===== src/rtl/mem_arbiter.sv =====
// -----------------------------------------------------------------------------
// mem_arbiter
//
// Round-robin arbiter and access sequencer that shares one single-port data
// memory between two requesters. Requester 0 is the sensor sampler (mostly
// writes) and requester 1 is the radio packetizer (mostly reads). Only one
// access is in flight at a time. The granted requester's command is latched at
// grant time, so later changes on its inputs have no effect on that access.
//
// Ports
//   clk            system clock, all state updates on the rising edge
//   rst_n          asynchronous active-low reset
//   req0/req1      access request, held high until the matching ack
//   we0/we1        1 = write, 0 = read
//   addr0/addr1    access address
//   wdata0/wdata1  write data
//   ack0/ack1      one-cycle completion pulse to the granted requester
//   rdata0/rdata1  last read result per requester, held until its next read
//   busy           high whenever an access is in progress (state != IDLE)
//   mem_addr       memory address pins (0 while idle)
//   mem_data_in    memory write-data pins (0 while idle)
//   mem_write      memory write strobe, one cycle per write
//   mem_read       memory read strobe, one cycle per read
//   mem_data_out   memory read data, registered inside the memory
//
// Every output is decoded from registered state only, so no combinational
// path runs from the request inputs to any output.
// -----------------------------------------------------------------------------
module mem_arbiter #(
  parameter int DATA_WIDTH = 8,
  parameter int ADDR_WIDTH = 4
) (
  input  logic                  clk,
  input  logic                  rst_n,
  input  logic                  req0,
  input  logic                  req1,
  input  logic                  we0,
  input  logic                  we1,
  input  logic [ADDR_WIDTH-1:0] addr0,
  input  logic [ADDR_WIDTH-1:0] addr1,
  input  logic [DATA_WIDTH-1:0] wdata0,
  input  logic [DATA_WIDTH-1:0] wdata1,
  output logic                  ack0,
  output logic                  ack1,
  output logic [DATA_WIDTH-1:0] rdata0,
  output logic [DATA_WIDTH-1:0] rdata1,
  output logic                  busy,
  output logic [ADDR_WIDTH-1:0] mem_addr,
  output logic [DATA_WIDTH-1:0] mem_data_in,
  output logic                  mem_write,
  output logic                  mem_read,
  input  logic [DATA_WIDTH-1:0] mem_data_out
);

  typedef enum logic [2:0] {
    IDLE  = 3'd0,
    WR    = 3'd1,
    RD    = 3'd2,
    RWAIT = 3'd3,
    DONE  = 3'd4
  } state_t;

  state_t                state_q, state_d;
  logic                  grant_q, grant_d;          // owner of the current access
  logic                  last_grant_q, last_grant_d;
  logic                  we_q, we_d;
  logic [ADDR_WIDTH-1:0] addr_q, addr_d;
  logic [DATA_WIDTH-1:0] wdata_q, wdata_d;
  logic [DATA_WIDTH-1:0] rdata0_q, rdata0_d;
  logic [DATA_WIDTH-1:0] rdata1_q, rdata1_d;

  // Requester picked in IDLE: under contention the one not served last wins,
  // otherwise whichever single requester is asking.
  logic pick;
  assign pick = (req0 && req1) ? ~last_grant_q : req1;

  // ---------------------------------------------------------------------------
  // State and datapath registers
  // ---------------------------------------------------------------------------
  always_ff @(posedge clk or negedge rst_n) begin
    if (!rst_n) begin
      state_q <= IDLE;
    end else begin
      state_q <= state_d;
    end
  end

  always_ff @(posedge clk or negedge rst_n) begin
    if (!rst_n) begin
      grant_q      <= 1'b0;
      last_grant_q <= 1'b1;   // requester 0 wins the first contention
      we_q         <= 1'b0;
      addr_q       <= '0;
      wdata_q      <= '0;
      rdata0_q     <= '0;
      rdata1_q     <= '0;
    end else begin
      grant_q      <= grant_d;
      last_grant_q <= last_grant_d;
      we_q         <= we_d;
      addr_q       <= addr_d;
      wdata_q      <= wdata_d;
      rdata0_q     <= rdata0_d;
      rdata1_q     <= rdata1_d;
    end
  end

  // ---------------------------------------------------------------------------
  // Next-state and latch logic
  // ---------------------------------------------------------------------------
  always_comb begin
    state_d      = state_q;
    grant_d      = grant_q;
    last_grant_d = last_grant_q;
    we_d         = we_q;
    addr_d       = addr_q;
    wdata_d      = wdata_q;
    rdata0_d     = rdata0_q;
    rdata1_d     = rdata1_q;

    unique case (state_q)
      IDLE: begin
        if (req0 || req1) begin
          grant_d = pick;
          we_d    = pick ? we1    : we0;
          addr_d  = pick ? addr1  : addr0;
          wdata_d = pick ? wdata1 : wdata0;
          state_d = (pick ? we1 : we0) ? WR : RD;
        end
      end
      WR: begin
        state_d = DONE;
      end
      RD: begin
        state_d = RWAIT;
      end
      RWAIT: begin
        // Memory output is valid the cycle after the read strobe.
        if (grant_q) begin
          rdata1_d = mem_data_out;
        end else begin
          rdata0_d = mem_data_out;
        end
        state_d = DONE;
      end
      DONE: begin
        last_grant_d = grant_q;
        state_d      = IDLE;
      end
      default: begin
        state_d = IDLE;
      end
    endcase
  end

  // ---------------------------------------------------------------------------
  // Outputs, decoded from registered state
  // ---------------------------------------------------------------------------
  always_comb begin
    busy        = (state_q != IDLE);
    mem_write   = (state_q == WR);
    mem_read    = (state_q == RD);
    mem_addr    = (state_q != IDLE) ? addr_q  : '0;
    mem_data_in = (state_q != IDLE) ? wdata_q : '0;
    ack0        = (state_q == DONE) && !grant_q;
    ack1        = (state_q == DONE) &&  grant_q;
    rdata0      = rdata0_q;
    rdata1      = rdata1_q;
  end

endmodule


===== config.mk =====
export PLATFORM = sky130hd
export DESIGN_NAME = mem_arbiter
export DESIGN_NICKNAME = d
export VERILOG_FILES = /design/src/rtl/mem_arbiter.sv
export SDC_FILE = /design/constraint.sdc
export NUM_CORES = 1
export LEC_CHECK = 0
export ABC_CLOCK_PERIOD_IN_PS = 1300
export CAP_MARGIN = 20
export CORE_MARGIN = 2
export CORE_UTILIZATION = 35
export DETAILED_ROUTE_END_ITERATION = 16
export GPL_TIMING_DRIVEN = 0
export PLACE_DENSITY_LB_ADDON = 0.2
export SYNTH_ARGS = -nofsm -noshare
export SYNTH_HDL_FRONTEND = slang
export SYNTH_SLANG_ARGS = --single-unit

===== constraint.sdc =====
create_clock -name clk -period 1.3 [get_ports clk]
set_clock_uncertainty 0.1 [all_clocks]
set_input_delay 0.195 -clock clk [delete_from_list [all_inputs] [get_ports clk]]
set_output_delay 0.195 -clock clk [all_outputs]
set_load 0.02 [all_outputs]

==> impl_metrics.py, run 1 <==
metrics = {
    "synth": {
        "synth.mux.area_fraction_pct": 11.8,
        "synth-compound-area-share_pct": 16.5,
        "synth_xor_xnor_area_share_pct": 0,
        "synth-warning-count": 0,
        "yosysSeqAreaShare_pct": 54.1,
        "top_cell_type_by_total_area_after_synthesis": "dfrtp_1",
        "synth.net_count": 160,
        "synth_top_area_share_pct": 52.4,
        "synth_seq_cells": 33,
        "synth_area_per_cell_um2": 12.5,
        "unique_cell_type_count_in_the_yosys_netlist": 26,
        "synth_simple_gate_area_share_pct": 13.5,
        "netlist_area_mm2": 0.00153,
        "synth.top_cells.by_area": "dfrtp_1 52%, mux2_2 12%, a2bb2oi_1 6.9%",
        "combinational_family_with_the_most_area_after_synthesis": "compound AO/OA/AOI/OAI gates",
        "synth-adder-area-share_pct": 0,
        "instance_count_of_the_mapped_netlist": 122,
    },
    "clock_network": {
        "worstSkewPairLatency_ns": 0.28,
        "worst_setup_hold_path_clk_slew_ns": 0.06,
        "cts-root-buf": "clkbuf_8",
        "clockBufferDepth": 2,
        "clock-sinks": 33,
        "clock_tree.htree_level_count": 2,
        "clock_tree_from_tritoncts": "built",
        "cts_made_buffers": 5,
    },
    "drt": {
        "vias": 1396,
        "antenna_left": 0,
        "dr.first_iter.drc_count": 38,
        "post-route-drc-count": 0,
        "drtPass1Iterations": 4,
        "wl_um": 4520,
        "vias_per_cell": 5.06,
        "drt-wirelength-per-cell_um": 16.4,
    },
    "power": {
        "power_per_cell_area_mw_per_mm2": 2680,
        "clock_power_share_pct": 10.6,
        "power.share.combinational_pct": 64.8,
        "max_vdd_drop_mv": 1.25,
        "switching_power_uw": 2920,
        "power_leakage_uw": 0.00128,
        "p_sw_share_pct": 37.5,
        "finalPower_uw": 7790,
        "internal_power_uw": 4870,
        "part_of_the_total_power_dissipated_in_sequential_elements_pct": 24.6,
    },
    "worst_setup_path": {
        "critPathRequiredTime_ns": 1.00,
        "maximum_cell_stage_delay_along_the_critical_path_ns": 0.43,
        "critical_path.cell_chain": "nor3_4 -> inv_2 -> buf_6 -> and2_4 -> buf_6",
        "timing.critical_path.max_delay_family": "flip-flops",
        "timing.critical_path.depth": 5,
        "crit_top_cell": "buf_6",
        "cp-end-kind": "output port",
        "worst_setup_path_start_kind": "flip-flop",
        "cp_data_arrival_time_ns": 1.44,
        "crit_fanout": 8,
        "worst_path_max_delay_cell": "dfrtp_2",
        "worstRegToRegCells": 6,
        "setup.worst_path.class": "flip-flop to output port",
        "timing.critical_path.buf_inv": 3,
    },
    "floorplanning": {
        "core_region_area_mm2": 0.00429,
        "top_level_ports": 71,
        "width_of_the_die_um": 70.1,
        "floorplan.initialDensity_pct": 35.6,
        "die_y_um": 70.1,
        "dieArea_mm2": 0.00491,
        "num_rows": 24,
    },
    "timing": {
        "worstMarginPinSlew_ns": 0.445,
        "fin_ws_ns": -0.432,
        "fmax_mhz": 577,
        "final_period_minus_worst_setup_slack_ns": 1.73,
        "report.final.hold_viol_count": 0,
        "timing.final.crit_share_pct": 133,
        "setup_viol": 47,
        "timing.setup.tns_ns": -15.04,
        "rel_slew_slack_pct": 70.3,
        "finalMaxSlewViolations": 0,
        "rsz0062_at_grt": "true",
    },
    "placement": {
        "place_hpwl_um": 2790,
        "place.gp.congestion": 0.761,
        "port_buffers": 70,
    },
    "status": {
        "status": "finished with violations",
        "violated_checks": "setup timing",
    },
    "global_routing": {
        "grt_pass1_vias": 1464,
        "gr-usage-all-layers_pct": 18.7,
        "grt_first_pass_wirelength_um": 7140,
        "grt_start_max_net_pins": 34,
        "antenna_found_initial": 0,
        "global_route.overflow_total": 0,
    },
    "layout": {
        "fillers": 303,
        "antennaDiodeCount": 0,
        "layout-drive-gt1-share_pct": 52.7,
        "synthToLayoutAreaGrowth_pct": 90.3,
        "design.final.nets": 261,
    },
    "flow_run": {
        "maxCapViolations": 0,
    },
    "hold_path": {
        "hold_class": "input pin to async pin",
    },
}
[Yosys cell counts, drive strengths merged]
cell type / n
nor2: 8
a21bo: 1
buf: 5
and2: 13
inv: 3
and3b: 1
a21o: 1
nor3: 2
a2bb2oi: 12
o32ai: 12
mux2: 16
o211ai: 1
nor2b: 3
nand3: 1
o31a: 2
dfstp: 1
and3: 1
dfrtp: 32
nand2: 4
clkbuf: 3
[worst paths after layout]
kind / start / to / slack (ns)
min: rst_n / state_q[1] / 0.33
max reg2reg: state_q[0] / rdata0[3] / -0.33
min in group clk: rdata1[5] / rdata1[5] / 0.41
max in group asynchronous: rst_n / last_grant_q / 0.43
max: state_q[2] / mem_data_in[5] / -0.43
min reg2reg: rdata1[5] / rdata1[5] / 0.41
[layout by cell type, fill, tap and decap left out, types with 5 or more instances in the layout]
master and n:
dfrtp_1 30, and2_4 8, and2_1 5, clkdlybuf4s15_1 16, clkdlybuf4s50_1 36, nor2_1 5, mux2_4 16, buf_6 30
clkbuf_8 7, o32ai_2 9, a2bb2oi_2 12, buf_2 8, buf_4 9
[final cells by class]
type | instances | area, um2 | area share (%)
multi-input cells | 78 | 911 | 31.3
plain buffers | 7 | 62.6 | 2.15
flip-flops and latches | 33 | 830 | 28.5
repair buffers | 95 | 928 | 31.9
clock inverters | 1 | 5.00 | 0.172
well taps | 52 | 65.1 | 2.24
clock buffers | 7 | 96.3 | 3.31
inverters | 3 | 11.3 | 0.387
[timing repair]
item                                    in CTS  in global routing
pin swaps                                   11                 10
resized for setup                          155                 39
endpoints found under the setup margin      62                 67
endpoints found under the hold margin       32                  0
hold buffers                                 1                  0
gates cloned                                 2                  0
setup buffers                               19                  6
[registers in the layout, summed over array words and instances, names as in the netlist]
| signal | count |
|---|---|
| wdata_q | 8 |
| last_grant_q | 1 |
| rdata1 | 8 |
| state_q | 3 |
| rdata0 | 8 |
| grant_q | 1 |
| addr_q | 4 |
[per-layer routing]
metal / vias to the layer above / GRT usage, % / wire, um
met5: - / 0 / 0
met4: 0 / 5.56 / 73
met3: 9 / 5.92 / 233
met2: 44 / 31.3 / 2290
met1: 687 / 23.1 / 1920
li1: 656 / - / -
[through the flow]
| stage | util (%) | instances | area [um2] | worst slack, ns | hold slack [ns] |
|---|---|---|---|---|---|
| after floorplan | - | 122 | 1590 | -0.117 | -0.201 |
| after global placement | 54.7 | 244 | 2350 | -0.825 | 0.390 |
| after detailed placement | 54.6 | 244 | 2350 | -0.663 | 0.194 |
| after CTS | 65.2 | 273 | 2800 | -0.492 | 0.408 |
| after global routing | 67.7 | 276 | 2910 | -0.495 | 0.384 |
| final | 67.7 | 276 | 2910 | -0.432 | 0.329 |
[logic make-up (layout without fill, tap and decap cells)]
logic type,count (synthesis),after routing
simple gates,33,33
flops,33,33
compound gates,29,29
buf+inv,11,113
mux,16,16
[power groups by stage]
stage | sequential [uW] | combinational, uW | clock, uW
final | 1920 | 5050 | 825
after global routing | 1980 | 5290 | 899
after CTS | 1870 | 4750 | 847
after detailed placement | 1850 | 3850 | 0
after global placement | 1840 | 3800 | 0
after floorplan | 2100 | 2020 | 0
(Power assumes the default switching activity.)
==> run 2, diff against run 1 <==
--- a/config.mk
+++ b/config.mk
@@ -5,8 +5,7 @@
 export SDC_FILE = /design/constraint.sdc
 export NUM_CORES = 1
 export LEC_CHECK = 0
-export ABC_CLOCK_PERIOD_IN_PS = 1300
-export CAP_MARGIN = 20
+export ABC_CLOCK_PERIOD_IN_PS = 1800
 export CORE_MARGIN = 2
 export CORE_UTILIZATION = 35
 export DETAILED_ROUTE_END_ITERATION = 16
==> constraint.sdc (replaced) <==
create_clock -name clk -period 1.8 [get_ports clk]
set_clock_uncertainty 0.1 [all_clocks]
set_input_delay 0.27 -clock clk [delete_from_list [all_inputs] [get_ports clk]]
set_output_delay 0.27 -clock clk [all_outputs]
set_load 0.02 [all_outputs]
==> impl_metrics.py, run 2 (synthesis gave the netlist of run 1 again) <==
metrics = {
    "status": {
        "status": "finished with violations",
        "violated_checks": "setup timing",
    },
    "layout": {
        "design.final.nets": 247,
        "finalCoreUtilization_pct": 57.9,
        "layout.cells.most_common": "clkdlybuf4s50_1",
        "synthToLayoutAreaGrowth_pct": 62.6,
        "finish.cell_count_without_fillers": 261,
        "layout-drive-gt1-share_pct": 34.9,
        "antennaDiodeCount": 0,
        "final_cell_mix": "52 x clkdlybuf4s50_1, 29 x dfrtp_1, 16 x mux2_2",
    },
    "timing": {
        "hold_slack_ns": 0.407,
        "worstMarginPinSlew_ns": 0.732,
        "fin_ws_ns": -0.0273,
        "report.final.hold_viol_count": 0,
        "finalMaxSlewViolations": 0,
        "fmax_mhz": 547,
        "rsz0062_at_grt": "true",
        "rel_slew_slack_pct": 51.2,
        "final_period_minus_worst_setup_slack_ns": 1.83,
        "timing.final.crit_share_pct": 102,
        "setup_viol": 9,
    },
    "worst_setup_path": {
        "cp-end-kind": "output port",
        "critPathRequiredTime_ns": 1.43,
        "cp_data_arrival_time_ns": 1.46,
        "crit_fanout": 7,
        "r2r_slack_ns": 0.17,
        "setup.worst_path.class": "flip-flop to output port",
        "worst_setup_path_start_kind": "flip-flop",
    },
    "placement": {
        "place_hpwl_um": 2810,
        "dp_slack_ns": -0.331,
        "place.gp.congestion": 0.741,
        "port_buffers": 70,
        "placedCellCount": 244,
    },
    "drt": {
        "antenna_left": 0,
        "vias": 1347,
        "vias_per_cell": 5.16,
        "drt-wirelength-per-cell_um": 16.1,
        "wl_um": 4200,
        "post-route-drc-count": 0,
        "dr.first_iter.drc_count": 50,
        "drtPass1Iterations": 4,
    },
    "floorplanning": {
        "width_of_the_die_um": 70.1,
        "die_y_um": 70.1,
        "dieArea_mm2": 0.00491,
        "num_rows": 24,
        "core_region_area_mm2": 0.00429,
        "top_level_ports": 71,
        "floorplan.initialDensity_pct": 35.6,
    },
    "global_routing": {
        "antenna_found_initial": 0,
        "gr-usage-all-layers_pct": 18.0,
        "grt_pass1_vias": 1424,
        "global_route.overflow_total": 0,
        "grt_start_max_net_pins": 34,
        "grt_first_pass_wirelength_um": 6790,
    },
    "power": {
        "power_leakage_uw": 0.00107,
        "max_vdd_drop_mv": 0.796,
        "finalPower_uw": 4890,
        "power_per_cell_area_mw_per_mm2": 1970,
    },
    "flow_run": {
        "maxCapViolations": 0,
    },
    "clock_network": {
        "cts-root-buf": "clkbuf_8",
        "clock_tree.htree_level_count": 2,
        "clock_tree_from_tritoncts": "built",
        "cts_made_buffers": 5,
        "worstSkewPairLatency_ns": 0.28,
        "worst_setup_hold_path_clk_slew_ns": 0.07,
        "clockBufferDepth": 2,
        "clock-sinks": 33,
    },
    "hold_path": {
        "hold_class": "flip-flop to flip-flop",
    },
}
## run 2: final timing paths
check / start / end / depth (start not counted)
worst max-delay path: state_q[1] / mem_data_in[0] / 5
worst min-delay path: rdata0[1] / rdata0[1] / 1
worst max register to register: state_q[2] / rdata0[4] / 5
worst min register to register: rdata0[1] / rdata0[1] / 1
max in group asynchronous: rst_n / state_q[2] / 2
min in group asynchronous: rst_n / wdata_q[7] / 2
## run 2: metal layers
layer  global-route usage (%)  vias to the layer above  share of wire [%]
met5                        0                        -                  0
met4                     6.20                        0                1.3
li1                         -                      626                  -
met3                     8.80                        6                9.8
met2                     30.4                       59                 50
met1                     19.6                      656                 39
## run 2: repair_timing
action	in CTS	in global routing
gates resized for setup	87	19
hold buffers	1	0
buffers inserted	8	2
pin swaps	7	2
endpoints found under the setup margin	17	27
endpoints found under the hold margin	32	0
gates cloned	1	0
## run 2: cell type report
cell class | instances | area (um2)
Buffer | 7 | 51.3
Clock buffer | 7 | 86.3
Fill cell | 349 | 1810
Inverter | 3 | 11.3
Multi-Input combinational cell | 78 | 662
Sequential cell | 33 | 831
Tap cell | 52 | 65.1
Timing Repair Buffer | 81 | 779
## run 2: worst max-delay path, stage by stage, from the launching register on
cell and delay [ns]:
dfrtp_2 0.44, nor3_4 0.22, inv_2 0.10, buf_6 0.15, and2_4 0.13, buf_6 0.12
## run 2: power by group
part           total [uW]  internal (uW)  switching (uW)
clock network         565            303             262
registers            1350           1110             231
logic                2980           1640            1340
total                4890           3050            1840
## run 2: through the flow
step	TNS (ns)	instance area [um2]
after CTS	-0.319	2460
after global routing	-0.826	2490
after floorplan	0	1530
after detailed placement	-5.04	2290
after global placement	-12.88	2290
final	-0.196	2490
